[src/rtl/music_defs_pkg.sv]
// Shared definitions for the music player tone path: code widths, state encoding
// and note-code classification.
package music_defs_pkg;

  localparam int unsigned CODE_W   = 5;
  localparam int unsigned PERIOD_W = 17;

  localparam logic [CODE_W-1:0] NOTE_REST = 5'd0;
  localparam logic [CODE_W-1:0] NOTE_MAX  = 5'd21;

  typedef enum logic [1:0] {
    IDLE = 2'd0,
    GAP  = 2'd1,
    TONE = 2'd2
  } state_e;

  // Codes 1..21 are playable notes; 0 is a rest and 22..31 are treated as rests.
  function automatic logic is_note(input logic [CODE_W-1:0] code);
    return (code != NOTE_REST) && (code <= NOTE_MAX);
  endfunction

endpackage

[src/rtl/note_period_lut.sv]
// Note code to half-period (in 50 MHz cycles) lookup; purely combinational.
module note_period_lut
  import music_defs_pkg::*;
(
  input  logic [CODE_W-1:0]   code,
  output logic [PERIOD_W-1:0] half,
  output logic                valid
);

  always_comb begin
    half  = '0;
    valid = is_note(code);
    case (code)
      5'd1:    half = 17'd95555;
      5'd2:    half = 17'd85132;
      5'd3:    half = 17'd75844;
      5'd4:    half = 17'd71586;
      5'd5:    half = 17'd63776;
      5'd6:    half = 17'd56818;
      5'd7:    half = 17'd50620;
      5'd8:    half = 17'd47778;
      5'd9:    half = 17'd42566;
      5'd10:   half = 17'd37922;
      5'd11:   half = 17'd35793;
      5'd12:   half = 17'd31888;
      5'd13:   half = 17'd28409;
      5'd14:   half = 17'd25310;
      5'd15:   half = 17'd23889;
      5'd16:   half = 17'd21283;
      5'd17:   half = 17'd18961;
      5'd18:   half = 17'd17897;
      5'd19:   half = 17'd15944;
      5'd20:   half = 17'd14205;
      5'd21:   half = 17'd12655;
      default: half = '0;
    endcase
  end

endmodule

[src/rtl/note_tone_gen.sv]
// Turns score note codes into a buzzer square wave, one note per clk_4 tick, with a
// short silent gap between repeated notes.
module note_tone_gen
  import music_defs_pkg::state_e, music_defs_pkg::IDLE, music_defs_pkg::GAP,
         music_defs_pkg::TONE, music_defs_pkg::PERIOD_W;
#(
  parameter int unsigned CLK_HZ     = 50_000_000,
  parameter int unsigned GAP_CYCLES = 250_000,
  parameter int unsigned CODE_W     = music_defs_pkg::CODE_W
) (
  input  logic              in_clk,
  input  logic              rst,
  input  logic              en,
  input  logic              clk_4,
  input  logic [CODE_W-1:0] note_code,
  output logic              beep,
  output logic              note_active,
  output logic [CODE_W-1:0] cur_note
);

  localparam int unsigned GAP_W = (GAP_CYCLES > 2) ? $clog2(GAP_CYCLES) : 1;
  localparam logic [GAP_W-1:0] GAP_LAST = GAP_W'((GAP_CYCLES > 0) ? GAP_CYCLES - 1 : 0);

  // The period table is built for one clock rate and one code width.
  if (CLK_HZ != 50_000_000 || CODE_W != music_defs_pkg::CODE_W) begin : g_cfg_check
    $error("note_tone_gen: period table requires CLK_HZ=50000000 and CODE_W=5");
  end

  state_e              state_q,       state_d;
  logic [2:0]          sync_q,        sync_d;
  logic [PERIOD_W-1:0] half_cnt_q,    half_cnt_d;
  logic [GAP_W-1:0]    gap_cnt_q,     gap_cnt_d;
  logic                beep_q,        beep_d;
  logic                note_active_q, note_active_d;
  logic [CODE_W-1:0]   cur_note_q,    cur_note_d;

  logic                tick_c;
  logic [CODE_W-1:0]   lut_code_c;
  logic [PERIOD_W-1:0] lut_half_c;
  logic                lut_valid_c;

  assign tick_c = sync_q[1] & ~sync_q[2];

  // On a tick the LUT classifies the incoming code; otherwise it times the sounding note.
  assign lut_code_c = tick_c ? note_code : cur_note_q;

  note_period_lut u_lut (
    .code  (lut_code_c),
    .half  (lut_half_c),
    .valid (lut_valid_c)
  );

  always_comb begin
    state_d    = state_q;
    sync_d     = {sync_q[1:0], clk_4};
    half_cnt_d = half_cnt_q;
    gap_cnt_d  = gap_cnt_q;
    beep_d     = beep_q;
    cur_note_d = cur_note_q;

    if (!en) begin
      state_d    = IDLE;
      half_cnt_d = '0;
      gap_cnt_d  = '0;
      beep_d     = 1'b0;
      cur_note_d = '0;
    end else if (tick_c) begin
      half_cnt_d = '0;
      gap_cnt_d  = '0;
      beep_d     = 1'b0;
      if (!lut_valid_c) begin
        state_d    = IDLE;
        cur_note_d = '0;
      end else if (note_code != cur_note_q) begin
        state_d    = TONE;
        cur_note_d = note_code;
      end else if (GAP_CYCLES > 0) begin
        state_d = GAP;
      end else begin
        state_d = TONE;
      end
    end else begin
      case (state_q)
        GAP: begin
          if (gap_cnt_q == GAP_LAST) begin
            state_d    = TONE;
            gap_cnt_d  = '0;
            half_cnt_d = '0;
            beep_d     = 1'b0;
          end else begin
            gap_cnt_d = gap_cnt_q + GAP_W'(1);
          end
        end
        TONE: begin
          if (half_cnt_q == lut_half_c - PERIOD_W'(1)) begin
            half_cnt_d = '0;
            beep_d     = ~beep_q;
          end else begin
            half_cnt_d = half_cnt_q + PERIOD_W'(1);
          end
        end
        default: ;
      endcase
    end

    note_active_d = (state_d == TONE);
  end

  always_ff @(posedge in_clk) begin
    if (!rst) begin
      state_q       <= IDLE;
      sync_q        <= 3'b111;
      half_cnt_q    <= '0;
      gap_cnt_q     <= '0;
      beep_q        <= 1'b0;
      note_active_q <= 1'b0;
      cur_note_q    <= '0;
    end else begin
      state_q       <= state_d;
      sync_q        <= sync_d;
      half_cnt_q    <= half_cnt_d;
      gap_cnt_q     <= gap_cnt_d;
      beep_q        <= beep_d;
      note_active_q <= note_active_d;
      cur_note_q    <= cur_note_d;
    end
  end

  assign beep        = beep_q;
  assign note_active = note_active_q;
  assign cur_note    = cur_note_q;

endmodule
[config.mk]
export PLATFORM = sky130hd
export DESIGN_NAME = note_tone_gen
export DESIGN_NICKNAME = d
export VERILOG_FILES = /design/src/rtl/music_defs_pkg.sv /design/src/rtl/note_period_lut.sv /design/src/rtl/note_tone_gen.sv
export SDC_FILE = /design/constraint.sdc
export NUM_CORES = 1
export LEC_CHECK = 0
export CAP_MARGIN = 10
export CORE_AREA = 2 2 74 105
export CTS_CLUSTER_DIAMETER = 30
export DETAILED_ROUTE_END_ITERATION = 8
export DIE_AREA = 0 0 76 107
export GPL_TIMING_DRIVEN = 0
export PLACE_DENSITY = 0.8
export SYNTH_ARGS = -nofsm -noshare
export SYNTH_HDL_FRONTEND = slang
export SYNTH_SLANG_ARGS = --single-unit
[constraint.sdc]
create_clock -name in_clk -period 10.35 [get_ports in_clk]
set_clock_uncertainty 0.2 [all_clocks]
set_input_delay 1.5525 -clock in_clk [delete_from_list [all_inputs] [get_ports in_clk]]
set_output_delay 1.5525 -clock in_clk [all_outputs]
set_load 0.03 [all_outputs]
==> impl_metrics.csv <==
group,metric,value,unit
place,pre_cts_ws,3.81,ns
final_layout,post-route-cell-area,0.00421,mm²
synthesis,synthFlopType,"dfxtp_1",
synthesis,synth_top_family_by_area,"simple AND/OR/NAND/NOR gates",
clock_network,clk_pin_slew_worst_paths,0.10,ns
sta,fin_ws,3.95,ns
sta,fin_tns_setup,0,ns
clock_network,cts_buffer_depth,2,
sta,max_slew_margin,0.443,
drt,drc_errors,0,
clock_network,numCtsBuffers,5,
final_layout,synthToLayoutAreaGrowth,9.08,%
sta,drv_slew,0,
final_layout,fillers,686,
final_layout,fin_nets,519,
global_route,grt_pass1_wl,17400,µm
worst_setup_path,crit_type,"in2reg",
global_route,grt_max_degree,16,
pwr,total_power,354,µW
die,die_y,107,µm
synthesis,synthXorXnorAreaFrac,0.116,
sta,report.final.hold_viol_count,0,
synthesis,synth_mux_area_frac,0.0396,
worst_setup_path,arrival,6.40,ns
clock_network,cts-hold-fix-buffers,0,
final_layout,drive_gt1_frac,0.104,
drt,first_pass_iters,5,
die,design.core.area,0.00718,mm²
synthesis,synth_nets,498,
clock_network,insertion_delay,0.31,ns
place,gp_congestion,0.991,
outcome,status,"finished, final reports clean",
sta,finalSetupViolations,0,
sta,hold_slack,0.222,ns
clock_network,cts_sinks,47,
global_route,gr-usage-all-layers,0.261,
worst_setup_path,crit_fanout,10,
global_route,grt_pass1_vias,3720,
die,io_pins,16,
synthesis,async_reset_ff_frac,0,
clock_network,cts_root_buf,"clkbuf_8",
synthesis,synth-compound-area-share,0.209,
drt,wl_per_cell,17.5,µm
sta,tightest_slew,0.831,ns
place,io_buffers,14,
job,drv_cap,0,
worst_setup_path,required,10.35,ns
place,place_hpwl,7930,µm
global_route,antenna_found_initial,0,
place,dpl_cell_area,0.00412,mm²
synthesis,synth-seq-cells,47,
drt,drtAntennaViolNets,0,
final_layout,final_cell_mix,"nor2_1, dfxtp_1, nand2_1, xor2_1, nand3_1",
sta,rsz0062_at_grt,"false",
final_layout,n_antenna_cell,0,
die,row_count,37,
synthesis,yosys.area_share.simple,0.300,
synthesis,synth-edff-count,0,
synthesis,synth_warnings,0,
final_layout,layout_commonest_cell,"nor2_1",
clock_network,tritoncts,"built",
synthesis,synth-seq-area-share,0.244,
clock_network,cts.repair.resized,0,
synthesis,syn-instance-count,477,
sta,period_share,0.619,
synthesis,syn_avg_cell_area,8.08,µm²
die,die_area,0.00813,mm²
synthesis,synthAdderAreaFrac,0.0389,
sta,period_minus_slack,6.40,ns
sta,max_freq,0.156,GHz
pwr,leakagePower,0.00154,µW
clock_network,cts_setup_buffers,0,
die,start_util,0.537,
drt,drt_iter0_markers,428,
drt,wl,10400,µm
pwr,ir_drop,0.0956,mV
synthesis,synth_area,0.00386,mm²
pwr,p_per_area,84.1,mW/mm²
global_route,grt-ovfl-total,0,
worst_setup_path,start_kind,"primary input",
worst_setup_path,worstSetupEndpointType,"register",
die,die_w,76,µm
drt,via_per_inst,6.29,
drt,vias,3748,
min_path,hold_class,"reg2reg",
clock_network,htreeDepth,2,
synthesis,yosysUniqueCellTypes,78,
[state kept, by name, indices dropped and copies added, names as in the netlist]
name	flops
note_active	1
cur_note	5
sync_q	3
state_q	2
gap_cnt_q	18
half_cnt_q	17
beep	1
[stage by stage]
step / util / instances
after floorplan: - / 477
after global placement: 0.574 / 588
after detailed placement: 0.574 / 588
after CTS: 0.586 / 596
after global routing: 0.586 / 596
final: 0.586 / 596
[Yosys cell counts (4+ instances only)]
cell / n / area share
xnor2_1: 23 / 0.052
ha_1: 12 / 0.039
o21ai_0: 9 / 0.012
inv_1: 13 / 0.013
clkbuf_1: 11 / 0.011
and2_1: 4 / 0.0065
nand3b_1: 4 / 0.0078
or3_1: 6 / 0.0097
a31o_2: 4 / 0.0091
a31oi_1: 7 / 0.011
and3_1: 9 / 0.015
a22oi_1: 6 / 0.012
xor2_1: 28 / 0.064
a211oi_1: 12 / 0.023
dfxtp_1: 47 / 0.24
a21o_1: 4 / 0.0078
nand4_1: 12 / 0.019
nand2_1: 28 / 0.027
a211o_1: 4 / 0.0091
nor2_1: 69 / 0.067
o211ai_1: 5 / 0.0097
buf_2: 7 / 0.0091
buf_6: 4 / 0.012
and3b_1: 4 / 0.0091
nor3_1: 13 / 0.017
a21oi_1: 11 / 0.014
mux2i_1: 13 / 0.034
nand3_1: 24 / 0.031
o31ai_1: 4 / 0.0078
nand2b_1: 9 / 0.015
[worst max-delay path, stage by stage]
cell and delay (ns):
clkdlybuf4s50_1 0.64, mux2i_1 0.30, inv_1 0.24, ha_1 0.17, clkbuf_1 0.34, o211a_1 0.27
a211oi_1 0.06, o31ai_1 0.62, inv_1 0.18, ha_1 0.29, nand4_1 0.11, or3_1 0.11
buf_2 0.16, nor2_1 0.06, o32a_1 0.33, nor4_2 0.33, nand3_2 0.16, o21bai_4 0.22
buf_6 0.18, nor2_1 0.05
[cell type report]
type	instances	area [µm²]	area share
Buffer	26	148	0.0351
Inverter	15	56.3	0.0134
Clock inverter	2	16.3	0.00387
Clock buffer	6	72.6	0.0173
Tap cell	97	121	0.0289
Timing Repair Buffer	14	140	0.0333
Sequential cell	47	941	0.224
Multi-Input combinational cell	389	2710	0.645
[kinds of logic (layout without fill, tap and decap cells)]
| family | Yosys count | in the layout |
|---|---|---|
| AO/OA/AOI/OAI | 102 | 102 |
| XOR/XNOR | 51 | 51 |
| adder cells (fa/ha/maj) | 12 | 12 |
| buffers and inverters | 41 | 63 |
| flip-flops | 47 | 47 |
| multiplexers | 14 | 14 |
| AND/OR/NAND/NOR | 210 | 210 |
[worst paths after layout]
path                                      end  slack (ns)         start  cells past startpoint
worst max-delay path            half_cnt_q[6]        3.95  note_code[0]                     20
worst min-delay path                sync_q[1]        0.22     sync_q[0]                      1
worst max register to register  half_cnt_q[6]        4.74     sync_q[1]                     22
worst min register to register      sync_q[1]        0.22     sync_q[0]                      1
[power breakdown]
group / total, µW / internal [µW] / switching (µW)
Sequential: 182 / 181 / 0.380
Combinational: 58.1 / 23.8 / 34.3
Clock: 114 / 48.6 / 65.7
Total: 354 / 254 / 100
[layer usage]
metal | wire [µm] | share of wire | vias to the layer above | GRT usage
met3 | 507 | 0.049 | 47 | 0.0463
met5 | 0 | 0 | - | 0
li1 | - | - | 1785 | -
met2 | 5160 | 0.49 | 146 | 0.455
met4 | 650 | 0.062 | 0 | 0.190
met1 | 4120 | 0.39 | 1770 | 0.286
(Power assumes the default switching activity.)
